`src/rtl/alu_exec_sequencer_pkg.sv`:
```
// Shared constants for the ALU execute sequencer: default widths, ALU opcode
// encoding and the sequencer FSM state encoding.
package alu_exec_sequencer_pkg;

  localparam int DEF_WORD_SIZE     = 16;
  localparam int DEF_OPCODE_SIZE   = 4;
  localparam int DEF_REG_ADDR_SIZE = 3;
  localparam int DEF_IMM_SIZE      = 8;

  localparam logic [3:0] OP_ADD  = 4'h0;
  localparam logic [3:0] OP_SUB  = 4'h1;
  localparam logic [3:0] OP_AND  = 4'h2;
  localparam logic [3:0] OP_OR   = 4'h3;
  localparam logic [3:0] OP_XOR  = 4'h4;
  localparam logic [3:0] OP_NOT  = 4'h5;
  localparam logic [3:0] OP_ADDI = 4'h6;
  localparam logic [3:0] OP_ANDI = 4'h7;
  localparam logic [3:0] OP_SHL  = 4'h8;
  localparam logic [3:0] OP_SHR  = 4'h9;

  typedef logic [1:0] state_t;

  localparam state_t ST_IDLE = 2'd0;
  localparam state_t ST_READ = 2'd1;
  localparam state_t ST_EXEC = 2'd2;
  localparam state_t ST_WB   = 2'd3;

endpackage

```
`src/rtl/alu_exec_sequencer_sign_extender.sv`:
```
// Sign-extends an IN_WIDTH immediate to OUT_WIDTH by replicating its top bit.
module sign_extender #(
  parameter int IN_WIDTH  = 8,
  parameter int OUT_WIDTH = 16
) (
  input  logic [IN_WIDTH-1:0]  in_value,
  output logic [OUT_WIDTH-1:0] out_value
);

  assign out_value = {{(OUT_WIDTH-IN_WIDTH){in_value[IN_WIDTH-1]}}, in_value};

endmodule

```
`src/rtl/alu_exec_sequencer.sv`:
```
// Execute-stage sequencer: one instruction in flight, read -> ALU -> writeback.
//   state | meaning
//   IDLE  | ready for a new instruction; ALU operands hold their last values
//   READ  | register file read; ALU operands and alu_enable registered
//   EXEC  | alu_enable high, ALU samples at the end of this cycle
//   WB    | rf_we high, ALU result written to rd, retired_count bumps on exit
module alu_exec_sequencer
  import alu_exec_sequencer_pkg::*;
#(
  parameter int WORD_SIZE     = DEF_WORD_SIZE,
  parameter int OPCODE_SIZE   = DEF_OPCODE_SIZE,
  parameter int REG_ADDR_SIZE = DEF_REG_ADDR_SIZE,
  parameter int IMM_SIZE      = DEF_IMM_SIZE
) (
  input  logic                     clock,
  input  logic                     reset_n,
  input  logic                     instr_valid,
  output logic                     instr_ready,
  input  logic [OPCODE_SIZE-1:0]   instr_opcode,
  input  logic [REG_ADDR_SIZE-1:0] instr_rd,
  input  logic [REG_ADDR_SIZE-1:0] instr_rs1,
  input  logic [REG_ADDR_SIZE-1:0] instr_rs2,
  input  logic [IMM_SIZE-1:0]      instr_imm,
  output logic [REG_ADDR_SIZE-1:0] rf_raddr1,
  output logic [REG_ADDR_SIZE-1:0] rf_raddr2,
  input  logic [WORD_SIZE-1:0]     rf_rdata1,
  input  logic [WORD_SIZE-1:0]     rf_rdata2,
  output logic [OPCODE_SIZE-1:0]   alu_opcode,
  output logic [WORD_SIZE-1:0]     alu_in1,
  output logic [WORD_SIZE-1:0]     alu_in2,
  output logic                     alu_enable,
  input  logic [WORD_SIZE-1:0]     alu_result,
  output logic                     rf_we,
  output logic [REG_ADDR_SIZE-1:0] rf_waddr,
  output logic [WORD_SIZE-1:0]     rf_wdata,
  output logic [15:0]              retired_count
);

  state_t                   state;
  logic [OPCODE_SIZE-1:0]   op_q;
  logic [REG_ADDR_SIZE-1:0] rd_q;
  logic [IMM_SIZE-1:0]      imm_q;
  logic [WORD_SIZE-1:0]     imm_ext;
  logic [WORD_SIZE-1:0]     operand2;

  sign_extender #(
    .IN_WIDTH  (IMM_SIZE),
    .OUT_WIDTH (WORD_SIZE)
  ) u_sign_extender (
    .in_value  (imm_q),
    .out_value (imm_ext)
  );

  always_comb begin
    operand2 = rf_rdata2;
    if ((op_q == OPCODE_SIZE'(OP_ADDI)) || (op_q == OPCODE_SIZE'(OP_ANDI))) begin
      operand2 = imm_ext;
    end else if (op_q == OPCODE_SIZE'(OP_NOT)) begin
      operand2 = '0;
    end
  end

  assign instr_ready = (state == ST_IDLE);

  // The registered ALU only presents its result during WB, so the write data
  // is passed straight through while rf_we is high and parked at zero otherwise.
  assign rf_wdata = rf_we ? alu_result : '0;

  always_ff @(posedge clock or negedge reset_n) begin
    if (!reset_n) begin
      state         <= ST_IDLE;
      op_q          <= '0;
      rd_q          <= '0;
      imm_q         <= '0;
      rf_raddr1     <= '0;
      rf_raddr2     <= '0;
      alu_opcode    <= '0;
      alu_in1       <= '0;
      alu_in2       <= '0;
      alu_enable    <= 1'b0;
      rf_we         <= 1'b0;
      rf_waddr      <= '0;
      retired_count <= '0;
    end else begin
      case (state)
        ST_IDLE: begin
          if (instr_valid) begin
            op_q      <= instr_opcode;
            rd_q      <= instr_rd;
            imm_q     <= instr_imm;
            rf_raddr1 <= instr_rs1;
            rf_raddr2 <= instr_rs2;
            state     <= ST_READ;
          end
        end
        ST_READ: begin
          alu_opcode <= op_q;
          alu_in1    <= rf_rdata1;
          alu_in2    <= operand2;
          alu_enable <= 1'b1;
          state      <= ST_EXEC;
        end
        ST_EXEC: begin
          alu_enable <= 1'b0;
          rf_we      <= 1'b1;
          rf_waddr   <= rd_q;
          state      <= ST_WB;
        end
        ST_WB: begin
          rf_we         <= 1'b0;
          retired_count <= retired_count + 16'd1;
          state         <= ST_IDLE;
        end
        default: begin
          state <= ST_IDLE;
        end
      endcase
    end
  end

endmodule

```
`config.mk`:
```
export PLATFORM = sky130hd
export DESIGN_NAME = alu_exec_sequencer
export DESIGN_NICKNAME = d
export VERILOG_FILES = /design/src/rtl/alu_exec_sequencer_pkg.sv /design/src/rtl/alu_exec_sequencer_sign_extender.sv /design/src/rtl/alu_exec_sequencer.sv
export SDC_FILE = /design/constraint.sdc
export NUM_CORES = 1
export LEC_CHECK = 0
export ABC_CLOCK_PERIOD_IN_PS = 1700
export BUFFER_PORTS_ARGS = -buffer_cell sky130_fd_sc_hd__buf_2
export CAP_MARGIN = 20
export CORE_ASPECT_RATIO = 1.25
export CORE_MARGIN = 2
export CORE_UTILIZATION = 48
export CTS_CLUSTER_SIZE = 10
export DETAILED_ROUTE_END_ITERATION = 10
export GPL_TIMING_DRIVEN = 0
export HOLD_SLACK_MARGIN = 0.12
export PLACE_DENSITY_LB_ADDON = 0.15
export SETUP_SLACK_MARGIN = 0.3
export SYNTH_ARGS = -nofsm -noshare
export SYNTH_HDL_FRONTEND = slang
export SYNTH_HIERARCHICAL = 1
export SYNTH_SLANG_ARGS = --single-unit
```
`constraint.sdc`:
```
create_clock -name clock -period 1.7 [get_ports clock]
set_input_delay 0 -clock clock [delete_from_list [all_inputs] [get_ports clock]]
set_output_delay 0 -clock clock [all_outputs]
set_load 0.01 [all_outputs]
```
==> flow_summary.toml, run 1 <==
[power]
peakVddDrop_mv = 1.16
combPwrFrac = 0.504
p_int_mw = 6.39
p_seq_frac = 0.347
pwr-share-clk = 0.149
p_per_area_nw_per_um2 = 1690
p_switching_mw = 3.40
leakage_nw = 3.08
switching_share = 0.347

[final_layout]
fin_nets = 592
drive_gt1_frac = 0.537
n_antenna_cell = 0
area_growth_pct = 61.0
fill_cells = 475

[worst_setup_path]
reg2reg_depth = 5
r2r_slack_ps = 250
worstSetupPathType = "flop to flop"
max_stage_delay_ps = 440
crit_chain = "inv_2, ha_4, buf_12, buf_8, mux2_2"
r2r-end = "alu_opcode[2]$_DFFE_PN0N_"
r2r_start = "state[1]$_DFFE_PN0P_"
worst_setup_path_start_kind = "flop"
cp_num_buf_inv = 3
path_delay_family = "flip-flops"
critPathMaxFanout = 7
worstPathArrival_ps = 1680
required_ps = 1930
crit_slowest_cell = "dfrtp_1"
endpoint_kind = "flop"

[detailed_routing]
via_per_inst = 4.84
ant_nets = 0
post-route-drc-count = 0
first_pass_iters = 4
drtIter0Drc = 70
vias = 2965
routed_wl_um = 9270
wire_per_inst_um = 15.2

[sta]
fin_worst_skew_ps = 12.5
whs_ps = 170
timing.final.crit_share = 0.852
finalCriticalPeriod_ps = 1450
slew_violations = 0
setup_tns_ps = 0
worstMarginPinSlew_ps = 665
hold_viol = 0
max_freq_ghz = 0.691
rsz0062_at_grt = "yes"
relSlewSlack = 0.555
setup_viol = 0

[logic_synthesis]
yosysSeqAreaShare = 0.557
synthMuxAreaShare = 0.186
postSynthCellCount = 281
ys_ff_latch = 80
synthXorXnorAreaFrac = 0.0365
avgSynthCellArea_um2 = 12.8
netlist_area_um2 = 3590
synth_fa_ha_area_frac = 0.0174
synth_nets = 358
yosysWarnings = 6
synth_top_family_by_area = "multiplexers"
synth_compound_area_frac = 0.0365
synth_cell_type_count = 30
synth-simple-area-share = 0.0968

[grt]
overflow = 0
grt_max_degree = 67
grt_pass1_vias = 2829
grt_usage = 0.220
antenna_found_initial = 0
grt_pass1_wl_um = 13600

[floorplanning]
core_um2 = 7310
ioPinCount = 152
die_width_um = 81.4
initial_core_util = 0.492
rows = 35
die_area_um2 = 8200
die_h_um = 101

[run]
max_cap_violations = 0

[clock_network]
cts-root-buf = "clkbuf_8"
clock_path_buffers = 2
numCtsBuffers = 9
cts_tree = "done"
clkTransAtPathRegs_ps = 90
clock_sinks = 80
cts_htree_levels = 3
insertion_delay_ps = 350

[placed_design]
place_congestion = 0.802
hpwlAfterDp_um = 5670
io_buffers = 151

[outcome]
status = "finished clean"

[min_path]
min_path_type = "input pin to async pin"
## logic make-up (layout without fill, tap and decap cells)
kind of cell	count (synthesis)	in the layout
flip-flops	80	80
multiplexers	61	61
AND/OR/NAND/NOR	53	53
buffers and inverters	46	285
AO/OA/AOI/OAI	21	21
XOR/XNOR	15	15
adder cells (fa/ha/maj)	5	5
## layer usage
metal,share of wire,vias up,global-route usage
met5,0,-,0
met4,0.017,0,0.0834
met3,0.055,13,0.0529
met2,0.50,106,0.356
met1,0.43,1425,0.284
li1,-,1421,-
## final cells by class
type                       count  area, um^2  area share
buffer                        27         263      0.0454
clock buffer                  10         138      0.0238
clock inverter                 6        66.3      0.0115
inverter                      19        71.3      0.0123
multi-input combinational    155        1590       0.275
sequential                    80        2010       0.347
tap                           92         115      0.0199
timing repair buffer         223        1530       0.265
## repair_timing
action                                  CTS  global route
pin swaps                                 4             6
endpoints found under the setup margin   61            66
hold buffers                             56             0
resized for setup                        24            64
buffers inserted                          5             6
gates cloned                              1             3
endpoints found under the hold margin   135             0
## worst max path at each step
stage	from	to	slack (ps)	depth (start not counted)
3_5_place_dp	state[1]$_DFFE_PN0P_	alu_in2[3]$_DFFE_PN0N_	80	5
5_1_grt	state[0]$_DFFE_PN0P_	retired_count[13]$_DFFE_PN0N_	190	5
2_1_floorplan	state[1]$_DFFE_PN0P_	alu_opcode[0]$_DFFE_PN0N_	310	5
6_report	state[1]$_DFFE_PN0P_	alu_opcode[2]$_DFFE_PN0N_	250	5
4_1_cts	state[1]$_DFFE_PN0P_	alu_opcode[2]$_DFFE_PN0N_	270	5
3_3_place_gp	reset_n	alu_in1[8]$_DFFE_PN0N_	20	1
## cell usage in the layout, fill, tap and decap left out, types with 3 or more instances in the layout
master	netlist	routed
and2_1	16	16
buf_2	7	150
buf_4	17	27
buf_6	1	3
buf_8	0	6
clkbuf_8	0	10
dfrtp_1	80	75
dfrtp_2	0	5
dlygate4sd3_1	0	56
ha_4	0	3
inv_1	19	17
mux2_2	36	8
mux2_4	0	37
mux2i_1	16	15
nand2_1	6	5
nand4_1	7	7
nand4_4	2	3
nor2_1	9	9
nor3_2	0	4
o22ai_1	15	15
xnor2_1	4	4
xor2_1	11	11
## worst register-to-register path: stages (launching register included)
cell and delay, ps:
dfrtp_1 440, inv_2 140, ha_4 170, buf_12 140, buf_8 130, mux2_2 320
## flip-flops by register name, summed over array words and instances, names as in the netlist, 2 cells and up
register	cells
retired_count	16
alu_opcode	4
imm_q	8
rf_waddr	3
rd_q	3
rf_raddr1	3
alu_in1	16
alu_in2	16
state	2
op_q	4
rf_raddr2	3
## through the flow
stage	utilization	cell area [um^2]	total power [mW]	worst slack [ps]	instances
5_1_grt	0.791	5790	10.4	187	612
4_1_cts	0.742	5430	8.96	267	603
6_report	0.791	5790	9.78	252	612
3_3_place_gp	0.614	4490	6.92	15.3	524
3_5_place_dp	0.618	4520	7.06	80.5	525
2_1_floorplan	-	3620	5.74	306	281
## cells in the mapped netlist (all sizes together)
cell | count | share of area
a21oi | 1 | 0.0014
a31oi | 1 | 0.0017
and2 | 16 | 0.028
buf | 25 | 0.048
clkbuf | 2 | 0.0021
dfrtp | 80 | 0.56
ha | 5 | 0.017
inv | 19 | 0.020
mux2 | 45 | 0.14
mux2i | 16 | 0.045
nand2 | 6 | 0.0063
nand2b | 2 | 0.0035
nand3b | 1 | 0.0021
nand4 | 10 | 0.027
nand4b | 1 | 0.0024
nor2 | 9 | 0.0094
nor3 | 4 | 0.0056
nor4 | 3 | 0.010
o21ai | 3 | 0.0052
o22ai | 15 | 0.026
o31ai | 1 | 0.0021
or2 | 1 | 0.0017
xnor2 | 4 | 0.0097
xor2 | 11 | 0.027
## power by group through the flow
stage	Clock (mW)	Sequential [mW]	Combinational (mW)
floorplan	0	3.57	2.17
global placement	0	3.31	3.61
detailed placement	0	3.35	3.71
CTS	1.47	3.35	4.14
global route	1.57	3.52	5.31
finish	1.46	3.40	4.93
No activity file was read; power rests on OpenSTA's default activity.
==> run 2, diff against run 1 <==
CORE_UTILIZATION = 47   (was 48)
SYNTH_HIERARCHICAL = default   (was 1)
==> run 2 against run 1 <==
Effect of this change: die area shrank 3.1%; synthesized area shrank 5.3%; combinational power shrank 22%; register-to-register slack is essentially flat; largest cell class unchanged; highest routed layer unchanged; worst hold slack lost 16 ps; final area shrank 7.4%; setup slack gained 2.7 ps; fmax grew 0.19%; total power shrank 9.4%.
==> flow_summary.toml, run 2 <==
[logic_synthesis]
synth_area_leaders = "dfrtp_1, mux2_2, xor2_1, and2_1, mux2i_1"
synth_top_area_cell = "dfrtp_1"
netlist_area_um2 = 3410
synth.most_common_cell = "dfrtp_1"
postSynthCellCount = 269
avgSynthCellArea_um2 = 12.7
yosysSeqAreaShare = 0.588
ys_async_sr_fraction = 1.00
synth_top_flop_cell = "dfrtp_1"
yosysWarnings = 0
yosysTopAreaCellShare = 0.588
yosys-top-cells-count = "dfrtp_1, mux2_2, nor2_1"
ys_ff_latch = 80
synth_nets = 346
synth_cell_type_count = 27
synth_edf_count = 0

[floorplanning]
die_area_um2 = 7950
ioPinCount = 152
rows = 34
core_um2 = 6980
initial_core_util = 0.488
die_h_um = 99.2
die_width_um = 80.1

[sta]
setup_viol = 0
slew_violations = 0
max_freq_ghz = 0.692
finalCriticalPeriod_ps = 1450
hold_viol = 0
timing.final.crit_share = 0.850
relSlewSlack = 0.673
fin_worst_skew_ps = 9.36
rsz0062_at_grt = "yes"
worstMarginPinSlew_ps = 490
setup_tns_ps = 0

[clock_network]
cts_tree = "done"
insertion_delay_ps = 340
cts-root-buf = "clkbuf_8"
clock_path_buffers = 2
numCtsBuffers = 9
clock_sinks = 80
cts_htree_levels = 3
clkTransAtPathRegs_ps = 80

[grt]
grt_usage = 0.225
grt_pass1_vias = 2938
grt_pass1_wl_um = 14000
grt_max_degree = 46
overflow = 0
antenna_found_initial = 0

[placed_design]
place_congestion = 0.758
placed_area_um2 = 4320
io_buffers = 151
hpwlAfterDp_um = 5450
dp.cells = 511

[final_layout]
stdcell_area_um2 = 5360
postLayoutCoreUtil = 0.768
multi_input_area_um2 = 1420
reg_top3 = "alu_in1 x16, alu_in2 x16, retired_count x16"
fin_nets = 575
area_growth_pct = 57.3
finalNonFillerCells = 593
fill_cells = 490
drive_gt1_frac = 0.507
mostFrequentLayoutCells = "buf_2, dfrtp_1, dlygate4sd3_1"
n_antenna_cell = 0
regArea_um2 = 2000
final_common_cell = "buf_2"

[power]
p_per_area_nw_per_um2 = 1650
peakVddDrop_mv = 1.16
leakage_nw = 2.75

[worst_setup_path]
worstPathArrival_ps = 1670
critPathMaxFanout = 6
required_ps = 1920
worst_setup_path_start_kind = "flop"
r2r_slack_ps = 250
worstSetupPathType = "flop to flop"
endpoint_kind = "flop"

[detailed_routing]
drtIter0Drc = 98
post-route-drc-count = 0
wire_per_inst_um = 14.3
first_pass_iters = 4
via_per_inst = 4.82
ant_nets = 0
vias = 2858
routed_wl_um = 8490

[min_path]
min_path_type = "input pin to async pin"

[run]
max_cap_violations = 0

[outcome]
status = "finished clean"
[run 2: changes by cell type after synthesis, moves of 4 or more]
cell / before / now
mux2_2: 36 / 45
nand4_2: 1 / 5
buf_4: 17 / 1
a21oi_1: 1 / 10
nand4_1: 7 / 3
inv_1: 19 / 13
nor2_1: 9 / 17
o22ai_1: 15 / 7
o21ai_0: 2 / 10
mux2_1: 9 / 0
mux2i_1: 16 / 8
[run 2: report_power, final]
part           switching [mW]  internal (mW)
clock network           0.688           1.02
registers               0.564           2.76
logic                    1.80           2.04
[run 2: cell type report]
type	instances	share of cell area
multi-input cells	165	0.264
plain buffers	11	0.0201
well taps	90	0.0210
repair buffers	218	0.266
flip-flops and latches	80	0.374
inverters	13	0.00911
clock inverters	5	0.0194
clock buffers	11	0.0264
[run 2: cell families (layout without fill, tap and decap cells)]
kind of cell | Yosys count | in the layout | share of synthesized area
AND/OR/NAND/NOR | 62 | 62 | 0.105
AO/OA/AOI/OAI | 30 | 30 | 0.0481
buffers and inverters | 24 | 258 | 0.0301
XOR/XNOR | 15 | 15 | 0.0386
multiplexers | 53 | 53 | 0.172
flip-flops | 80 | 80 | 0.588
adder cells (fa/ha/maj) | 5 | 5 | 0.0184
[run 2: critical path, stage by stage (launching register included)]
cell and delay (ps):
dfrtp_1 420, inv_2 100, ha_2 210, buf_6 130, buf_4 140, mux2_2 330
[run 2: metrics by stage]
step / hold slack (ps) / total power [mW] / setup slack, ps
6_report: 154 / 8.86 / 255
5_1_grt: 203 / 9.46 / 196
4_1_cts: 167 / 8.77 / 275
3_5_place_dp: -4.66 / 6.68 / 74.2
3_3_place_gp: 218 / 6.55 / 12.1
2_1_floorplan: -296 / 5.39 / 319
[run 2: path summary, 6_finish.rpt]
check	start	endpoint	cells past startpoint
min	reset_n	retired_count[8]$_DFFE_PN0N_	2
min reg2reg	retired_count[15]$_DFFE_PN0N_	retired_count[15]$_DFFE_PN0N_	1
max	state[1]$_DFFE_PN0P_	alu_in1[3]$_DFFE_PN0N_	5
max reg2reg	state[1]$_DFFE_PN0P_	alu_in1[3]$_DFFE_PN0N_	5
max in group asynchronous	reset_n	alu_in2[11]$_DFFE_PN0N_	3
min in group clock	alu_result[3]	rf_wdata[3]	3
[run 2: timing repair]
item,4_1_cts,5_1_grt
resized for setup,27,19
buffers inserted,6,4
endpoints found under the hold margin,135,0
hold buffers,55,0
pin swaps,3,4
gates cloned,1,0
endpoints found under the setup margin,56,79
[run 2: routing by layer]
layer  track usage  vias to the layer above  wire length (um)  share of wire
met5             0                        -                 0              0
met1         0.286                     1378              3480           0.41
met2         0.379                       82              4460           0.53
met4        0.0874                        0               168          0.020
met3        0.0426                       16               375          0.044
li1              -                     1382                 -              -
==> run 3, diff against run 2 <==
CORE_MARGIN = 5   (was 2)
SLEW_MARGIN = 20   (was default)
==> run 3 against run 2 <==
Effect of this change: via count is 0.45% lower; critical path type unchanged; clock power is 9.9% lower; critical endpoint is now imm_q[3]$_DFFE_PN0P_; clock skew is 1.0 ps higher; worst hold slack worse by 3.0 ps; final area is 1.1% lower; critical path depth stayed put; highest routed layer unchanged; register-to-register slack better by 30 ps; combinational power hardly changed; core utilization is 1.3 points lower; setup slack better by 32 ps; total power is 1.8% lower; global-route usage is 2.4 points lower.
==> flow_summary.toml, run 3 (synthesis results as in run 2) <==
[worst_setup_path]
worstSetupPathType = "flop to flop"
worstPathArrival_ps = 1630
critPathMaxFanout = 10
r2r_start = "state[0]$_DFFE_PN0P_"
worst_setup_path_start_kind = "flop"
r2r_slack_ps = 290
endpoint_kind = "flop"
required_ps = 1920
r2r-end = "imm_q[3]$_DFFE_PN0P_"
reg2reg_depth = 5

[power]
p_per_area_nw_per_um2 = 1640
leakage_nw = 2.68
peakVddDrop_mv = 1.09

[final_layout]
n_antenna_cell = 0
area_growth_pct = 55.5
fin_nets = 571
stdcell_area_um2 = 5300
multi_input_area_um2 = 1380
reg_top3 = "alu_in1 x16, alu_in2 x16, retired_count x16"
final_common_cell = "buf_2"
finalNonFillerCells = 589
mostFrequentLayoutCells = "buf_2, dfrtp_1, dlygate4sd3_1"
regArea_um2 = 2000
fill_cells = 483
drive_gt1_frac = 0.501

[grt]
grt_pass1_wl_um = 14600
grt_max_degree = 48
overflow = 0
grt_pass1_vias = 3078
antenna_found_initial = 0
grt_usage = 0.201

[floorplanning]
die_width_um = 86.1
ioPinCount = 152
core_um2 = 7020
rows = 34
initial_core_util = 0.485
die_area_um2 = 9060
die_h_um = 105

[sta]
relSlewSlack = 0.692
setup_viol = 0
max_freq_ghz = 0.707
worstMarginPinSlew_ps = 462
finalCriticalPeriod_ps = 1410
fin_worst_skew_ps = 10.4
rsz0062_at_grt = "yes"
layout_setup_ws_ps = 286
slew_violations = 0
setup_tns_ps = 0
hold_viol = 0
timing.final.crit_share = 0.832

[clock_network]
cts_htree_levels = 3
cts-root-buf = "clkbuf_8"
clock_path_buffers = 2
cts_tree = "done"
insertion_delay_ps = 340
clkTransAtPathRegs_ps = 80
clock_sinks = 80
numCtsBuffers = 9

[placed_design]
hpwlAfterDp_um = 5850
place_ws_ps = 78.9
placed_area_um2 = 4320
place_congestion = 0.720
dp.cells = 511
io_buffers = 151

[detailed_routing]
post-route-drc-count = 0
ant_nets = 0
vias = 2845
wire_per_inst_um = 14.9
routed_wl_um = 8790
first_pass_iters = 4
drtIter0Drc = 65
via_per_inst = 4.83

[run]
max_cap_violations = 0

[min_path]
min_path_type = "input pin to async pin"

[outcome]
status = "finished clean"
## run 3: cell types whose count changed in the layout (fill, tap and decap cells not counted), moves of 2 or more
cell / change
nor4_2: +3
buf_4: -7
clkinvlp_4: +2
buf_12: +2
nor4_4: -3
buf_6: -2
## run 3: layer usage
metal | part of all wire | track usage | wire length [um]
met5 | 0 | 0 | 0
met2 | 0.52 | 0.345 | 4610
met4 | 0.021 | 0.0860 | 182
met1 | 0.40 | 0.238 | 3510
met3 | 0.055 | 0.0457 | 486
## run 3: critical path, cell delays in order (launching register included)
cell     delay [ps]
dfrtp_1         400
inv_1            80
ha_2            230
nand2_4         100
buf_8           150
mux2_2          340
## run 3: worst max path at each step
stage                               startpoint  slack, ps                            end  depth (start not counted)
after global placement                 reset_n         30           imm_q[2]$_DFFE_PN0P_                          1
after CTS                 state[0]$_DFFE_PN0P_        260            op_q[0]$_DFFE_PN0P_                          5
final                     state[0]$_DFFE_PN0P_        290           imm_q[3]$_DFFE_PN0P_                          5
after global routing      state[1]$_DFFE_PN0P_        220  retired_count[14]$_DFFE_PN0N_                          5
after detailed placement   op_q[3]$_DFFE_PN0P_         80         alu_in2[5]$_DFFE_PN0N_                          4
after floorplan           state[0]$_DFFE_PN0P_        320  retired_count[14]$_DFFE_PN0N_                          5
## run 3: power breakdown
part,internal (mW),switching [mW],leakage (nW)
Combinational,2.00,1.82,1.61
Sequential,2.76,0.582,0.963
Clock,0.872,0.672,0.109
Total,5.63,3.07,2.68
## run 3: layout make-up
type                    instances  share of cell area
plain buffers                  11              0.0222
repair buffers                214               0.266
flip-flops and latches         80               0.378
well taps                      90              0.0213
clock inverters                 6              0.0175
clock buffers                  10              0.0260
inverters                      13             0.00921
multi-input cells             165               0.260
## run 3: repair_timing
| item | 4_1_cts | 5_1_grt |
|---|---|---|
| setup endpoints to repair | 56 | 66 |
| pin swaps | 3 | 3 |
| hold buffers | 55 | 1 |
| hold endpoints to repair | 135 | 2 |
| gates resized for setup | 22 | 18 |
| setup buffers | 2 | 4 |
## run 3: metrics by stage
stage	utilization	hold slack [ps]	total power, mW
global placement	0.611	219	6.57
CTS	0.742	-96.2	8.61
floorplan	-	-296	5.39
global route	0.755	187	9.30
finish	0.755	151	8.70
detailed placement	0.615	-14.7	6.73
